[src/rtl/led_seq_pkg.sv]
// Shared definitions for the LED control-ROM sequencer: program bases,
// last step offset, FSM states and the mode output encoding.
package led_seq_pkg;

  localparam logic [5:0] NORMAL_BASE  = 6'd0;
  localparam logic [5:0] SPECIAL_BASE = 6'd32;
  localparam logic [4:0] PROG_LAST    = 5'd31;

  typedef enum logic {
    IDLE = 1'b0,
    RUN  = 1'b1
  } state_t;

  // Mode output matches addr[5] of the program that is (or was last) running
  typedef enum logic {
    MODE_NORMAL  = 1'b0,
    MODE_SPECIAL = 1'b1
  } mode_t;

endpackage

[src/rtl/led_seq_ctrl_step_prescaler.sv]
// Step-rate divider: counts 0..DIV-1 and flags the last count of each step.
// tick_next gives the same flag one cycle early so the owner can register
// outputs that must be high exactly in the tick cycle.
module step_prescaler #(
  parameter int DIV = 4
) (
  input  logic clk,
  input  logic reset,
  input  logic clr,
  output logic tick,
  output logic tick_next
);

  localparam int CW = (DIV > 1) ? $clog2(DIV) : 1;
  localparam logic [CW-1:0] LAST = CW'(DIV - 1);

  logic [CW-1:0] count;
  logic [CW-1:0] count_next;

  // Next count: held at zero while cleared, wraps after the last count
  always_comb begin
    count_next = count + CW'(1);
    if (clr || (count == LAST)) count_next = '0;
  end

  // Count register
  always_ff @(posedge clk or posedge reset) begin
    if (reset) count <= '0;
    else       count <= count_next;
  end

  assign tick      = (count == LAST);
  assign tick_next = (count_next == LAST);

endmodule

[src/rtl/led_seq_ctrl.sv]
// Arbiter and address sequencer for the LED driver control ROM. Grants one
// data or config request at a time and walks the 6-bit ROM address through
// the selected 32-step program, one step every DIV cycles.
module led_seq_ctrl
  import led_seq_pkg::*;
#(
  parameter int DIV = 4
) (
  input  logic       clk,
  input  logic       reset,
  input  logic       data_req,
  input  logic       cfg_req,
  output logic       data_ack,
  output logic       cfg_ack,
  output logic [5:0] addr,
  output logic       busy,
  output logic       mode,
  output logic       seq_done
);

  state_t     state;
  state_t     state_next;
  logic       grant_cfg;
  logic       grant_data;
  logic       last_cfg;
  logic       last_cfg_next;
  logic [5:0] base;
  logic [5:0] addr_next;
  logic       mode_next;
  logic       busy_next;
  logic       data_ack_next;
  logic       cfg_ack_next;
  logic       seq_done_next;
  logic       tick;
  logic       tick_next;

  // Prescaler sits at zero in IDLE, so every program starts on a fresh step
  step_prescaler #(
    .DIV(DIV)
  ) u_prescaler (
    .clk      (clk),
    .reset    (reset),
    .clr      (state == IDLE),
    .tick     (tick),
    .tick_next(tick_next)
  );

  // State register
  always_ff @(posedge clk or posedge reset) begin
    if (reset) state <= IDLE;
    else       state <= state_next;
  end

  // Next state and arbitration: config wins unless it won last time and
  // data is waiting, so a stream of config frames cannot starve data
  always_comb begin
    state_next = state;
    grant_cfg  = 1'b0;
    grant_data = 1'b0;
    case (state)
      IDLE: begin
        grant_cfg  = cfg_req && !(last_cfg && data_req);
        grant_data = data_req && !grant_cfg;
        if (grant_cfg || grant_data) state_next = RUN;
      end
      RUN: begin
        if (tick && (addr[4:0] == PROG_LAST)) state_next = IDLE;
      end
      default: state_next = IDLE;
    endcase
  end

  // Next values of the registered outputs; only the 5-bit offset steps so
  // the address never crosses from one program into the other
  always_comb begin
    base          = grant_cfg ? SPECIAL_BASE : NORMAL_BASE;
    addr_next     = addr;
    mode_next     = mode;
    busy_next     = busy;
    last_cfg_next = last_cfg;
    data_ack_next = 1'b0;
    cfg_ack_next  = 1'b0;
    if (grant_cfg || grant_data) begin
      addr_next     = base;
      mode_next     = base[5];
      busy_next     = 1'b1;
      last_cfg_next = grant_cfg;
      data_ack_next = grant_data;
      cfg_ack_next  = grant_cfg;
    end else if ((state == RUN) && tick) begin
      if (addr[4:0] != PROG_LAST) addr_next = {addr[5], addr[4:0] + 5'd1};
      else                        busy_next = 1'b0;
    end
    seq_done_next = (state_next == RUN) && tick_next &&
                    (addr_next[4:0] == PROG_LAST);
  end

  // Output registers; reset parks the ROM on its blanked end-of-special word
  always_ff @(posedge clk or posedge reset) begin
    if (reset) begin
      addr     <= {SPECIAL_BASE[5], PROG_LAST};
      mode     <= MODE_SPECIAL;
      busy     <= 1'b0;
      data_ack <= 1'b0;
      cfg_ack  <= 1'b0;
      seq_done <= 1'b0;
      last_cfg <= 1'b0;
    end else begin
      addr     <= addr_next;
      mode     <= mode_next;
      busy     <= busy_next;
      data_ack <= data_ack_next;
      cfg_ack  <= cfg_ack_next;
      seq_done <= seq_done_next;
      last_cfg <= last_cfg_next;
    end
  end

endmodule

[config.mk]
export PLATFORM = sky130hd
export DESIGN_NAME = led_seq_ctrl
export DESIGN_NICKNAME = d
export VERILOG_FILES = /design/src/rtl/led_seq_pkg.sv /design/src/rtl/led_seq_ctrl_step_prescaler.sv /design/src/rtl/led_seq_ctrl.sv
export SDC_FILE = /design/constraint.sdc
export NUM_CORES = 1
export LEC_CHECK = 0
export ABC_AREA = 1
export ABC_CLOCK_PERIOD_IN_PS = 1750
export CORE_ASPECT_RATIO = 1.1
export CORE_MARGIN = 2
export CORE_UTILIZATION = 47
export DETAILED_ROUTE_END_ITERATION = 7
export HOLD_SLACK_MARGIN = 0.06
export PLACE_DENSITY = 0.76
export SYNTH_ARGS = -nofsm -noshare
export SYNTH_HDL_FRONTEND = slang
export SYNTH_SLANG_ARGS = --single-unit
[constraint.sdc]
create_clock -name clk -period 1.75 [get_ports clk]
set_clock_uncertainty 0.1 [all_clocks]
set_input_delay 0.35 -clock clk [delete_from_list [all_inputs] [get_ports clk]]
set_output_delay 0.35 -clock clk [all_outputs]
set_load 0.1 [all_outputs]
# [Yosys cells after proc, flatten, opt, wreduce, memory -nomap -nowiden]
# Cells that the tools add are included.
[totals] latchBits=0 word_cells=48 ramBits=0 reg_bits=15 out_inout_bits=11 rom_bits=0 memories=0
[classes] eq_ne=6 order_cmp=0 shifts=0 bitwise=1 div=0 n_mux=15 multipliers=0 n_reduce_logical=14 n_addsub=2
[ops] operator="6-bit two-way mux" n=2
[ops] operator="5-bit equality test, second input constant" n=2
[ops] operator="5-bit two-way mux" n=2
[ops] operator="1-bit two-way mux" n=9
[ops] operator="1-bit logical AND" n=7
[ops] operator="5-bit by 1-bit adder with 5-bit output, second input constant" n=1
[ops] operator="5-bit inequality test, second input constant" n=1
[ops] operator="2-bit equality test, second input constant" n=2
[ops] operator="1-bit logical OR" n=3
[ops] operator="2-bit by 1-bit adder with 2-bit output, second input constant" n=1
[ops] operator="1-bit zero test" n=2
[ops] operator="2-bit two-way mux" n=1
[ops] operator="2-bit inequality test, second input constant" n=1
[ops] operator="1-bit one-hot mux with 2 select lines" n=1
[ops] operator="2-bit AND reduction" n=1
[ops] operator="2-bit nonzero test" n=1
[ops] operator="1-bit NOT" n=1

# [Logic depth before layout (Yosys ltp)]
# Gate-level depths: netlist (run 1).
[logic_depth] ltp_word=10 ltp_mapped=9 ltp_nobuf=9

# [By module]
# A second synthesis (run 1) with hierarchy kept.
[unflattened] hier_cells=86 hier_area_um2=726.9
[by_module_without_submodules] module="led_seq_ctrl" cells_each=77 seq_area_each_um2=307.8 area_per_inst_um2=638.1 instances=1
[by_module_without_submodules] module="step_prescaler" cells_each=9 seq_area_each_um2=50.0 area_per_inst_um2=88.8 instances=1

# [Least setup slack after synthesis (run 1)]
# OpenSTA, ideal clock, no wires.
[synth_timing] kind="reg-to-reg" from="register addr[0]" to="register seq_done" arrival_ns=1.782 path_stages_with_launch=10 setup_ns=0.071 slack_ns=-0.203 period_less_slack_ns=1.953 n_path_buf=0 path_cell_list="dfstp_2 > ha_1 > nand2_1 > nor2_4 > nor2_2 > nand2_1 > nand2_1 > nor2_2 > nand2_1 > nor2_1"
[synth_between] elab_chain_cells=6 word_cells_on_any_way=12 cone_classes="add/sub (1); eq/ne (3); mux (5); reduce/logical (3)"
[synth_rtl] item="from (decl)" line="led_seq_ctrl.sv:15" source="output logic [5:0] addr,"
[synth_rtl] item="from (signal assigned)" line="led_seq_ctrl.sv:101" source="addr <= {SPECIAL_BASE[5], PROG_LAST};"
[synth_rtl] item="from (signal assigned)" line="led_seq_ctrl.sv:109" source="addr <= addr_next;"
[synth_rtl] item="5-bit by 1-bit adder with 5-bit output or 5-bit inequality test (tied branches)" line="led_seq_ctrl.sv:91" source="if (addr[4:0] != PROG_LAST) addr_next = {addr[5], addr[4:0] + 5'd1};"
[synth_rtl] item="5-bit two-way mux" line="led_seq_ctrl.sv:91"
[synth_rtl] item="5-bit two-way mux (*)" line="led_seq_ctrl.sv:90" source="end else if ((state == RUN) && tick) begin"
[synth_rtl] item="6-bit two-way mux (*)" line="led_seq_ctrl.sv:83" source="if (grant_cfg || grant_data) begin"
[synth_rtl] item="via addr_next[0]" line="led_seq_ctrl.sv:28" source="logic [5:0] addr_next;"
[synth_rtl] item="5-bit equality test (*)" line="led_seq_ctrl.sv:95" source="(addr_next[4:0] == PROG_LAST);"
[synth_rtl] item="1-bit logical AND (*)" line="led_seq_ctrl.sv:94" source="seq_done_next = (state_next == RUN) && tick_next &&"
[synth_rtl] item="via seq_done_next" line="led_seq_ctrl.sv:33" source="logic seq_done_next;"
[synth_rtl] item="to (signal assigned)" line="led_seq_ctrl.sv:114" source="seq_done <= seq_done_next;"
[synth_rtl] item="to (decl)" line="led_seq_ctrl.sv:18" source="output logic seq_done"
# Mark *: on every way through the listed nets, which the timed path passes. The rest lies on a longest branch. The select of a mux whose other input is x is not followed.
# A chain may end at the register's enable or synchronous reset.

# [Final worst setup path (run 1)]
[layout_timing] from="register addr[0]" to="register seq_done"
[layout_between] elab_chain_cells=6 word_cells_on_any_way=12 cone_classes="add/sub (1); eq/ne (3); mux (5); reduce/logical (3)"
[layout_rtl] item="5-bit by 1-bit adder with 5-bit output or 5-bit inequality test (tied branches)" line="led_seq_ctrl.sv:91"
[layout_rtl] item="5-bit two-way mux (*)" line="led_seq_ctrl.sv:91"
[layout_rtl] item="5-bit two-way mux (*)" line="led_seq_ctrl.sv:90"
[layout_rtl] item="6-bit two-way mux (*)" line="led_seq_ctrl.sv:83"
[layout_rtl] item="via addr_next[1]" line="led_seq_ctrl.sv:28"
[layout_rtl] item="5-bit equality test (*)" line="led_seq_ctrl.sv:95"
[layout_rtl] item="1-bit logical AND (*)" line="led_seq_ctrl.sv:94"
[layout_rtl] item="via seq_done_next" line="led_seq_ctrl.sv:33"
# Marked as above.

==> metrics.csv, run 1 <==
metric;value;unit
Setup crit end;seq_done;
DRC violations left;0;
antenna cells;0;
routed wire length;1530;microns
Max IR drop VDD;511;uV
yosys synthesis warning count;0;
Syn-to-layout area delta;49.4;%
Die H;44.2;microns
final global-route overflow total;0;
Avg Cell Area, Syn;8.65;sq um
Crit Path Category;flop to flop;
Fmax;591;MHz
reg2reg end;seq_done;
Mapped Nets;86;
deepest clock path buffer count;2;
RePlAce Congestion;0.787;
Reg clk slew, reported paths;0.08;ns
Hold Fails Final Rpt;0;
post-synthesis register bit count;14;
setup ws final;0.0585;ns
FF-to-FF Start;addr[0];
Cells after Synth;80;
dpl cells;109;
layout cells sized above 1;0.343;
final critical-path share of the clock period;0.967;
post-synthesis xor/xnor area fraction;0;
Post-DP HPWL;1130;microns
leading area contributor after synthesis;dfrtp_1;
top-area cell type share of the netlist area;0.289;
chip width;40.6;microns
setup_tns;0;ns
Synth Area in Simple Gates;0.311;
Synth Area in Compound Gates;0.0597;
WP data required;1.86;ns
largest net degree at the start of global routing;15;
cts hold-fix bufs;0;
post-place setup slack;0.0804;ns
CP Launch Point;addr[0];
cell area after synthesis;692;sq um
final cell count without fillers;115;
CP startpoint kind;flop;
final core utilization;0.756;
CTS sink cnt;14;
r2r worst-path depth;9;
register area share after synthesis;0.517;
Avg WL per Cell;13.3;microns
CTS tree;built;
Leakage Power;0.502;nW
Routed Antenna Nets;0;
final slew viol count;0;
vias in the first global route;602;
Final Cell Area;1030;sq um
Slew Limit Headroom;0.673;
DIE AREA;1800;sq um
Cell Rows;14;
Worst Path Max Fanout;6;
Detailed Route Iter0 Violations;20;
commonest non-fill, non-tap cell in the layout;nand2_1;
max cap viols;0;
DP Area;977;sq um
synth top area cells;dfrtp_1 29%, dfstp_2 23%, nand2_1 12%;
global-route wire length before repair;2740;microns
WP data arrival;1.80;ns
most frequent cells in the layout;21 x nand2_1, 11 x inv_1, 11 x buf_12;
Worst Max-Slew Pin Slew;0.490;ns
DR vias/cell;5.06;
Final min period;1.69;ns
Final setup viols;0;
total CTS buffers;3;
Pre-Repair DR Iteration Count;4;
Synth cell types;21;
adder-cell area share of the yosys netlist;0.0362;
Core Area;1370;sq um
post-synthesis mux area share;0;
via count;582;
status;complete, no violations;
Crit. End Element;flop;
Port Buffers;14;
I/O pins;15;
CTS root buffer;clkbuf_4;
Clock Latency Late Sink;0.27;ns
H-Tree Depth;1;
Worst R2R Setup Slack;0.06;ns
antenna violations before repair;0;
worst min path class;input pin to async pin;
GRT Util Overall;0.229;
Initial Util;0.506;
largest family of logic cells by synthesized area;simple AND/OR/NAND/NOR gates;
power density over cell area;547;nW/um^2
Nets;106;
-- logic make-up (layout without fill, tap and decap cells) --
family,Yosys count,in the layout
AND/OR/NAND/NOR,46,46
flip-flops,14,14
buffers and inverters,13,32
AO/OA/AOI/OAI,5,5
adder cells (fa/ha/maj),2,2
-- what timing repair did --
| action | CTS | global route |
|---|---|---|
| setup buffers | 0 | 2 |
| setup endpoints to repair | 0 | 1 |
| resized for setup | 0 | 1 |
-- synthesized netlist by cell type --
cell	n
ha_1	2
buf_4	1
a21boi_0	1
nand2_2	2
a21oi_1	1
o21ai_0	1
nor2_1	6
o21ai_4	1
dfstp_2	6
nor2_4	1
dfrtp_1	8
inv_1	11
nand2_1	22
inv_2	1
nand3_1	4
nor2_2	3
nand4_1	3
o21bai_1	1
and3_1	2
and2_1	1
nor3_1	2
-- flip-flops by register name, indices dropped and copies added (netlist names) --
signal / flops
addr: 5
busy: 1
cfg_ack: 1
data_ack: 1
last_cfg: 1
mode: 1
seq_done: 1
state: 1
u_prescaler.count: 2
-- worst min path at each step --
stage                    startpoint  slack (ns)                    to
2_1_floorplan                 reset        0.13                  busy
3_3_place_gp   u_prescaler.count[0]        0.36  u_prescaler.count[0]
3_5_place_dp               last_cfg        0.37              last_cfg
4_1_cts                       reset        0.30              data_ack
5_1_grt                       reset        0.35               cfg_ack
6_report                      reset        0.29               cfg_ack
-- per-layer routing --
metal | GRT usage | share of wire
met3 | 0.0452 | 0.039
met1 | 0.305 | 0.40
met4 | 0.120 | 0.020
met5 | 0 | 0
met2 | 0.346 | 0.54
-- final cells by class --
class | count | area (sq um)
inverters | 12 | 45.0
multi-input cells | 53 | 302
repair buffers | 16 | 265
well taps | 16 | 20.0
fillers | 85 | 333
flip-flops and latches | 14 | 365
clock buffers | 4 | 36.3
-- critical path: stages (launching register included) --
cell and delay (ns):
dfstp_4 0.68, ha_4 0.17, nand2_2 0.08, nor2_4 0.11, nor2_2 0.07, nand2_1 0.06
nand2_1 0.06, nor2_2 0.14, nand2_1 0.07, nor2_1 0.11
-- through the flow --
stage | power (mW) | hold slack, ns
2_1_floorplan | 0.335 | 0.135
6_report | 0.566 | 0.285
3_5_place_dp | 0.345 | 0.369
3_3_place_gp | 0.345 | 0.356
4_1_cts | 0.573 | 0.298
5_1_grt | 0.593 | 0.350
-- where the power goes --
part,switching (mW),internal (mW)
Clock,0.0997,0.127
Combinational,0.00917,0.00659
Sequential,0,0.324
Total,0.109,0.457
Note: power is estimated with default switching activity, not from simulation.
==> run 2: changes to the inputs <==
--- a/config.mk
+++ b/config.mk
@@ -7,6 +7,7 @@
 export LEC_CHECK = 0
 export ABC_AREA = 1
 export ABC_CLOCK_PERIOD_IN_PS = 1750
+export CAP_MARGIN = 20
 export CORE_ASPECT_RATIO = 1.1
 export CORE_MARGIN = 2
 export CORE_UTILIZATION = 47
==> results of run 2 <==
No change in the layout: final DEF, timing and power equal those of run 1.
==> run 3: changes to the inputs <==
--- a/config.mk
+++ b/config.mk
@@ -5,7 +5,6 @@
 export SDC_FILE = /design/constraint.sdc
 export NUM_CORES = 1
 export LEC_CHECK = 0
-export ABC_AREA = 1
 export ABC_CLOCK_PERIOD_IN_PS = 1750
 export CAP_MARGIN = 20
 export CORE_ASPECT_RATIO = 1.1
==> run 3 against run 2 <==
Effect of this change: utilization fell by 0.46 points; cell count decreased by 17%; synthesized cell count decreased by 23%; setup slack worse by 0.010 ns; flip-flop and latch count stayed put; cell area is 0.60% lower; register-to-register slack about the same.
==> metrics.csv, run 3 <==
metric;value;unit;change
status;complete, no violations;;unchanged
deepest clock path buffer count;2;;unchanged
FF-to-FF Start;addr[1];;was addr[0]
Avg Cell Area, Syn;11.1;sq um;was 8.65 sq um
final critical-path share of the clock period;0.972;;was 0.967
I/O pins;15;;unchanged
Routed Antenna Nets;0;;unchanged
adder-cell area share of the yosys netlist;0.0365;;was 0.0362
Worst Max-Slew Pin Slew;0.519;ns;was 0.490 ns
Avg WL per Cell;15.8;microns;was 13.3 microns
Post-synth EDFFs;0;;unchanged
top-area cell type share of the netlist area;0.292;;was 0.289
Cells after Synth;62;;was 80
global-route wire length before repair;2450;microns;was 2740 microns
Top Registers;addr x5, u_prescaler.count x2;;unchanged
critical path, cell by cell;ha_4, nand4_4, a21o_1, a2111oi_2;;was ha_4, nand2_2, nor2_4, nor2_2, nand2_1, nand2_1, nor2_2, nand2_1, nor2_1
Hold Fails Final Rpt;0;;unchanged
Mapped Nets;68;;was 86
DRC violations left;0;;unchanged
Fillers;87;;was 85
Synth cell types;29;;was 21
Largest Register;addr;;unchanged
Syn-to-layout area delta;49.8;%;was 49.4%
yosys synthesis warning count;0;;unchanged
Reg clk slew, reported paths;0.08;ns;about the same
r2r worst-path depth;4;;was 9
most frequent cells in the layout;11 x buf_12, 8 x dfrtp_1, 5 x a21oi_1, 5 x o21ai_0;;was 21 x nand2_1, 11 x inv_1, 11 x buf_12
max reg flops;5;;unchanged
total CTS buffers;3;;unchanged
synth top area cells;dfrtp_1 29%, dfstp_2 23%, a21oi_1 3.6%;;was dfrtp_1 29%, dfstp_2 23%, nand2_1 12%
routed wire length;1510;microns;was 1530 microns
antenna cells;0;;unchanged
final slew viol count;0;;unchanged
final global-route overflow total;0;;unchanged
leading area contributor after synthesis;dfrtp_1;;unchanged
Critical-path top delay cell;dfstp_4;;unchanged
Synth Flop Type;dfrtp_1;;unchanged
Post-DP HPWL;1180;microns;was 1130 microns
Clock Latency Late Sink;0.29;ns;was 0.27 ns
most frequent cell after synthesis;dfrtp_1;;was nand2_1
Fmax;588;MHz;was 591 MHz
Die H;44.1;microns;was 44.2 microns
antenna violations before repair;0;;unchanged
Slew Limit Headroom;0.653;;was 0.673
commonest non-fill, non-tap cell in the layout;buf_12;;was nand2_1
Pre-Repair DR Iteration Count;4;;unchanged
vias in the first global route;540;;was 602
Core Area;1370;sq um;unchanged
DR vias/cell;5.83;;was 5.06
post-synthesis xor/xnor area fraction;0;;unchanged
Final min period;1.70;ns;was 1.69 ns
CTS sink cnt;14;;unchanged
Crit. End Element;flop;;unchanged
DIE AREA;1780;sq um;was 1800 sq um
CP Launch Point;addr[1];;was addr[0]
CTS root buffer;clkbuf_4;;unchanged
CTS tree;built;;unchanged
post-synthesis mux area share;0;;unchanged
Worst path max stage delay;0.66;ns;was 0.68 ns
RePlAce Congestion;0.839;;was 0.787
Cell Rows;14;;unchanged
Crit Path Category;flop to flop;;unchanged
Detailed Route Iter0 Violations;13;;was 20
Async SR Flop Fraction;1.00;;unchanged
H-Tree Depth;1;;unchanged
Port Buffers;14;;unchanged
chip width;40.4;microns;was 40.6 microns
Synth Area in Compound Gates;0.212;;was 0.0597
layout cells sized above 1;0.430;;was 0.343
post-synthesis register bit count;14;;unchanged
WHS;0.294;ns;was 0.285 ns
via count;554;;was 582
largest net degree at the start of global routing;15;;unchanged
max cap viols;0;;unchanged
cell area after synthesis;686;sq um;was 692 sq um
Worst R2R Setup Slack;0.05;ns;was 0.06 ns
WP data required;1.83;ns;was 1.86 ns
GRT Util Overall;0.209;;was 0.229
Final setup viols;0;;unchanged
WP data arrival;1.78;ns;was 1.80 ns
register area share after synthesis;0.522;;was 0.517
worst min path class;input pin to async pin;;unchanged
Synth Area in Simple Gates;0.186;;was 0.311
Initial Util;0.502;;was 0.506
CP startpoint kind;flop;;unchanged
Nets;86;;was 106
largest family of logic cells by synthesized area;compound AO/OA/AOI/OAI gates;;was simple AND/OR/NAND/NOR gates
top post-synthesis cells by count;8 x dfrtp_1, 6 x dfstp_2, 5 x a21oi_1, 5 x o21ai_0;;was 22 x nand2_1, 11 x inv_1, 8 x dfrtp_1, 6 x dfstp_2, 6 x nor2_1
Worst Path Max Fanout;6;;unchanged
[run 3: cell count changes in the layout (fill, tap and decap cells not counted), sizes merged, moves of 3 or more]
cell | previous run | this run
inv | 12 | 3
nor2 | 10 | 3
o21ai | 2 | 5
a21oi | 1 | 5
nand2 | 24 | 3
[run 3: path summary, 6_finish.rpt]
check,end
min in group clk,u_prescaler.count[0]
setup / recovery,seq_done
setup reg to reg,seq_done
max in group asynchronous,addr[4]
hold / removal,busy
hold reg to reg,u_prescaler.count[0]
[run 3: kinds of logic after synthesis]
kind of cell	Yosys count
buffers and inverters	5
AO/OA/AOI/OAI	20
adder cells (fa/ha/maj)	2
flip-flops	14
AND/OR/NAND/NOR	21
[run 3: layout make-up]
| class | instances | area (sq um) | share of cell area |
|---|---|---|---|
| flip-flops and latches | 14 | 369 | 0.359 |
| multi-input cells | 43 | 333 | 0.324 |
| repair buffers | 15 | 258 | 0.251 |
| clock buffers | 4 | 36.3 | 0.0353 |
| well taps | 16 | 20.0 | 0.0195 |
| inverters | 3 | 11.3 | 0.0110 |
[run 3: what timing repair did]
item | 4_1_cts | 5_1_grt
gates resized for setup | 0 | 4
buffers inserted | 0 | 1
setup endpoints to repair | 0 | 2
hold buffers | 0 | 0
[run 3: stage by stage]
stage	worst slack [ns]	std cells	setup TNS (ns)	cell area, sq um	util
2_1_floorplan	-0.0428	62	-0.0428	718	-
3_3_place_gp	0.106	90	0	970	0.710
3_5_place_dp	0.0421	90	0	970	0.710
4_1_cts	0.0271	94	0	1010	0.736
5_1_grt	-0.00714	95	-0.00714	1030	0.752
6_report	0.0482	95	0	1030	0.752
[run 3: critical path: cells and delay by family (launching register included)]
kind	cells	cell delay (ns)
AOI/OAI and AO/OA	2	0.51
DFF	1	0.66
adders and majority gates	1	0.19
and+or+nand+nor	1	0.12
[run 3: routing by layer]
layer	up-vias	part of all wire	global-route usage	wire length (microns)
li1	265	-	-	-
met1	273	0.40	0.262	604
met2	13	0.55	0.333	824
met3	3	0.034	0.0452	51
met4	0	0.017	0.100	25
met5	-	0	0	0
Power of run 3 is left out: the tool's default activity adds up to more than one toggle a clock period on the data nets, which glitch-free logic cannot reach.
==> RTL edit 1, RTL diff (settings of run 1) <==
Make the reset (`reset`) synchronous in 3 clocked blocks.
--- a/src/rtl/led_seq_ctrl_step_prescaler.sv
+++ b/src/rtl/led_seq_ctrl_step_prescaler.sv
@@ -24,7 +24,7 @@
   end
 
   // Count register
-  always_ff @(posedge clk or posedge reset) begin
+  always_ff @(posedge clk) begin
     if (reset) count <= '0;
     else       count <= count_next;
   end
--- a/src/rtl/led_seq_ctrl.sv
+++ b/src/rtl/led_seq_ctrl.sv
@@ -46,7 +46,7 @@
   );
 
   // State register
-  always_ff @(posedge clk or posedge reset) begin
+  always_ff @(posedge clk) begin
     if (reset) state <= IDLE;
     else       state <= state_next;
   end
@@ -96,7 +96,7 @@
   end
 
   // Output registers; reset parks the ROM on its blanked end-of-special word
-  always_ff @(posedge clk or posedge reset) begin
+  always_ff @(posedge clk) begin
     if (reset) begin
       addr     <= {SPECIAL_BASE[5], PROG_LAST};
       mode     <= MODE_SPECIAL;
Formal check against the unedited RTL: differs if reset is asserted again (counterexample within 4 cycles, from zero or initial values and one cycle with reset high); with reset held inactive, the same outputs for 10 cycles.
==> RTL edit 1 against run 1 <==
- die area shrank 8.0%
- routed wire length is 9.4% lower
- hold slack improved by 0.082 ns
- final area down 9.6%
- synthesized area down 8.9%
- setup slack improved by 0.13 ns
- critical endpoint is now seq_done$_SDFF_PP0_
- sequential cell count unchanged
Power is not compared: it rests on default switching activity, and its combinational part moved more than twofold at a synthesized area within 25%.
==> RTL edit 1: results (changes against run 1) <==
grt_max_degree: 10  # -5
synth_seq_area_share_pct: 44.4  # -7.3 points
worst_ep_arrival_time_ns: 1.68  # -0.12 ns
crit_slowest_cell: "dfxtp_1"
nets: 116  # +9.4%
met3_length_um: 65  # +10%
wl_met1_um: 548  # -11%
grt_usage_pct: 20.8  # -2.1 points
hpwl_um: 1120  # -0.39%
outcome: "finished, final reports clean"
synth.top_cells.by_count: "26 x nand2_1, 14 x dfxtp_1, 10 x inv_1, 10 x nand3_1, 10 x nor2_1"
routed_wl_um: 1390  # -9.4%
drtIter0Drc: 11  # -45%
top_regs: "addr: 6 flops, u_prescaler.count: 2 flops"
synthDistinctLibCells: 17  # -19%
grt_pass1_wl_um: 2430  # -11%
clkTransAtPathRegs_ns: 0.08  # about the same
max_stage_delay_ns: 0.33  # -0.35 ns
gp_congestion: 0.811  # +3.1%
vias: 635  # +9.1%
async_reset_ff_share_pct: 0  # -100 points
drive_above_1_share_pct: 22.2  # -12 points
post_dp_cell_area_um2: 912  # -6.7%
synth_fp_nets: 96  # +12%
wl_met2_um: 743  # -9.8%
[RTL edit 1: report_power, final]
| part | switching [mW] | total, mW | internal [mW] |
|---|---|---|---|
| Sequential | 0.0299 | 0.373 | 0.343 |
| Clock | 0.0946 | 0.174 | 0.0797 |
| Combinational | 0.202 | 0.309 | 0.107 |
[RTL edit 1: cells by family (layout without fill, tap and decap cells)]
logic type                 Yosys count  after routing  share of synthesized area (%)
DFF                                 14             14                           44.4
and+or+nand+nor                     55             55                           38.3
AOI/OAI and AO/OA                    6              6                           4.76
buffers and inverters               13             31                           8.53
adders and majority gates            2              2                           3.97
[RTL edit 1: worst paths after layout]
path | startpoint | to | slack [ns] | cells after the start
setup reg to reg | u_prescaler.count[0]$_SDFF_PP0_ | seq_done$_SDFF_PP0_ | 0.19 | 8
hold / removal | u_prescaler.count[0]$_SDFF_PP0_ | u_prescaler.count[0]$_SDFF_PP0_ | 0.37 | 1
hold reg to reg | u_prescaler.count[0]$_SDFF_PP0_ | u_prescaler.count[0]$_SDFF_PP0_ | 0.37 | 1
setup / recovery | u_prescaler.count[0]$_SDFF_PP0_ | seq_done$_SDFF_PP0_ | 0.19 | 8
[RTL edit 1: layer usage]
| layer | track usage [%] | vias up |
|---|---|---|
| met5 | 0 | - |
| met4 | 8.97 | 0 |
| met3 | 4.79 | 5 |
| met2 | 35.7 | 18 |
| met1 | 23.3 | 287 |
| li1 | - | 325 |
[RTL edit 1: stage by stage]
stage	instances	power [mW]
after detailed placement	120	0.690
after global routing	123	0.897
after CTS	123	0.855
final	123	0.857
after floorplan	90	0.574
after global placement	120	0.684
[RTL edit 1: cell type report]
class                   instances  area, um2
multi-input cells              63        297
flip-flops and latches         14        285
well taps                      15       18.8
repair buffers                 16        265
fillers                        93        285
clock buffers                   3       22.5
inverters                      12       46.3
[RTL edit 1: worst reg2reg max path, delay by kind of cell, from the launching register on]
kind / cells / cell delay (ns)
adder cells (fa/ha/maj): 1 / 0.27
buffers and inverters: 1 / 0.09
flip-flops: 1 / 0.33
AND/OR/NAND/NOR: 6 / 0.72
==> RTL edit 2, RTL diff (flow settings as in run 1) <==
Made on the original files. `DIV` is set to 4 in 2 places; all go to 8.
--- a/src/rtl/led_seq_ctrl_step_prescaler.sv
+++ b/src/rtl/led_seq_ctrl_step_prescaler.sv
@@ -2,7 +2,7 @@
 // tick_next gives the same flag one cycle early so the owner can register
 // outputs that must be high exactly in the tick cycle.
 module step_prescaler #(
-  parameter int DIV = 4
+  parameter int DIV = 8
 ) (
   input  logic clk,
   input  logic reset,
--- a/src/rtl/led_seq_ctrl.sv
+++ b/src/rtl/led_seq_ctrl.sv
@@ -4,7 +4,7 @@
 module led_seq_ctrl
   import led_seq_pkg::*;
 #(
-  parameter int DIV = 4
+  parameter int DIV = 8
 ) (
   input  logic       clk,
   input  logic       reset,
Behaviour: not the same (a bounded check fails within 10 cycles, from zero or initial values and one cycle with reset high).
==> RTL edit 2 against run 1 <==
- routed wire length fell by 8.4%
- critical path type unchanged
- setup slack improved by 0.076 ns
- sequential cell count rose by 1
- critical endpoint unchanged
- final area rose by 5.8%
- synthesized area rose by 11%
- maximum frequency rose by 4.7%
Power is left out: the tool's default activity adds up to more than one toggle a clock period on the data nets, which glitch-free logic cannot reach.
==> RTL edit 2: results (changes against run 1) <==
cts_max_path_buffers: 2  # unchanged
synth_compound_area_share_pct: 4.38  # -1.6 points
clkTransAtPathRegs_ns: 0.08  # about the same
grt.met1_usage_pct: 17.9  # -13 points
post-cts-setup-buffers: 0  # unchanged
vias: 653  # +12%
gp_congestion: 0.799  # +1.5%
dr.pass1.iters: 4  # unchanged
synth_ff_type: "dfrtp_1"
hpwl_um: 1160  # +3.0%
portBuffers: 14  # unchanged
gr-usage-met3_pct: 1.57  # -3.0 points
synthDistinctLibCells: 16  # -24%
grt_usage_pct: 16.5  # -6.4 points
fillers: 113  # +33%
htree_levels: 1  # unchanged
top_usage_layer: "met2"
drive_above_1_share_pct: 31.8  # -2.5 points
synth.top_cells.by_count: "24 x nand2_1, 18 x inv_1, 11 x nor2_1"
insertion_delay_ns: 0.27  # about the same
async_reset_ff_share_pct: 100  # unchanged
outcome: "finished, final reports clean"
synth_seq_area_share_pct: 49.7  # -2.0 points
wl_met1_um: 517  # -16%
synth_xor_area_share_pct: 0  # unchanged
worst_ep_arrival_time_ns: 1.73  # -0.07 ns
routed_wl_um: 1400  # -8.4%
synth_fp_nets: 100  # +16%
yosysWarnings: 0  # unchanged
grt_max_degree: 16  # +1
tightest_slew_ns: 0.519  # +0.0291 ns
synthAdderAreaFrac_pct: 4.87  # +1.3 points
dp_slack_ns: 0.0589  # -0.0215 ns
met3_length_um: 55  # -6.8%
critPathMaxFanout: 2  # -4
drtIter0Drc: 9  # -55%
nets: 118  # +11%
antenna_found_initial: 0  # unchanged
root_buffer: "clkbuf_4"
hold_class: "primary input to asynchronous set/reset pin"
slew_violations: 0  # unchanged
maxUsedRoutingLayer: "met4"
wl_met2_um: 782  # -5.1%
grt_pass1_vias: 626  # +4.0%
top_regs: "addr: 5 flops, u_prescaler.count: 3 flops"
synth_area_leaders: "dfrtp_1 29%, dfstp_2 20%, nand2_1 12%"
grt_pass1_wl_um: 2350  # -14%
cts_made_buffers: 3  # unchanged
met2_usage_pct: 30.5  # -4.1 points
muxShareOfSynthArea_pct: 0  # unchanged
RTL edit 2: final timing paths:
kind	from	slack [ns]	to	cells past startpoint
setup / recovery	u_prescaler.count[0]$_DFF_PP0_	0.13	seq_done$_DFF_PP0_	8
hold / removal	reset	0.31	seq_done$_DFF_PP0_	2
setup reg to reg	u_prescaler.count[0]$_DFF_PP0_	0.13	seq_done$_DFF_PP0_	8
hold reg to reg	u_prescaler.count[0]$_DFF_PP0_	0.36	u_prescaler.count[0]$_DFF_PP0_	1
max in group asynchronous	reset	0.88	addr[4]$_DFF_PP1_	2
min in group clk	u_prescaler.count[0]$_DFF_PP0_	0.36	u_prescaler.count[0]$_DFF_PP0_	1
RTL edit 2: metrics by stage:
| stage | hold WS [ns] | util [%] | std cells | instance area (um2) |
|---|---|---|---|---|
| 2_1_floorplan | 0.147 | - | 93 | 791 |
| 3_3_place_gp | 0.332 | 67.7 | 123 | 1050 |
| 3_5_place_dp | 0.350 | 67.7 | 123 | 1050 |
| 4_1_cts | 0.329 | 69.4 | 127 | 1080 |
| 5_1_grt | 0.373 | 70.2 | 127 | 1090 |
| 6_report | 0.308 | 70.2 | 127 | 1090 |
RTL edit 2: final cells by class:
type,count,area share [%]
flip-flops and latches,15,35.7
repair buffers,14,22.9
inverters,18,6.18
well taps,17,1.95
clock buffers,4,2.40
multi-input cells,59,30.9
RTL edit 2: critical path, stage by stage, from the launching register on:
cell and delay [ns]:
dfrtp_1 0.40, ha_1 0.21, ha_2 0.31, inv_1 0.05, nor2_2 0.12, nand3_1 0.09
nor2_1 0.11, nand3_1 0.09, nor2_1 0.09
RTL edit 2: what timing repair did:
| action | CTS | global route |
|---|---|---|
| endpoints found under the hold margin | 0 | 0 |
| hold buffers | 0 | 0 |
| setup endpoints to repair | 0 | 1 |
| gates resized for setup | 0 | 5 |
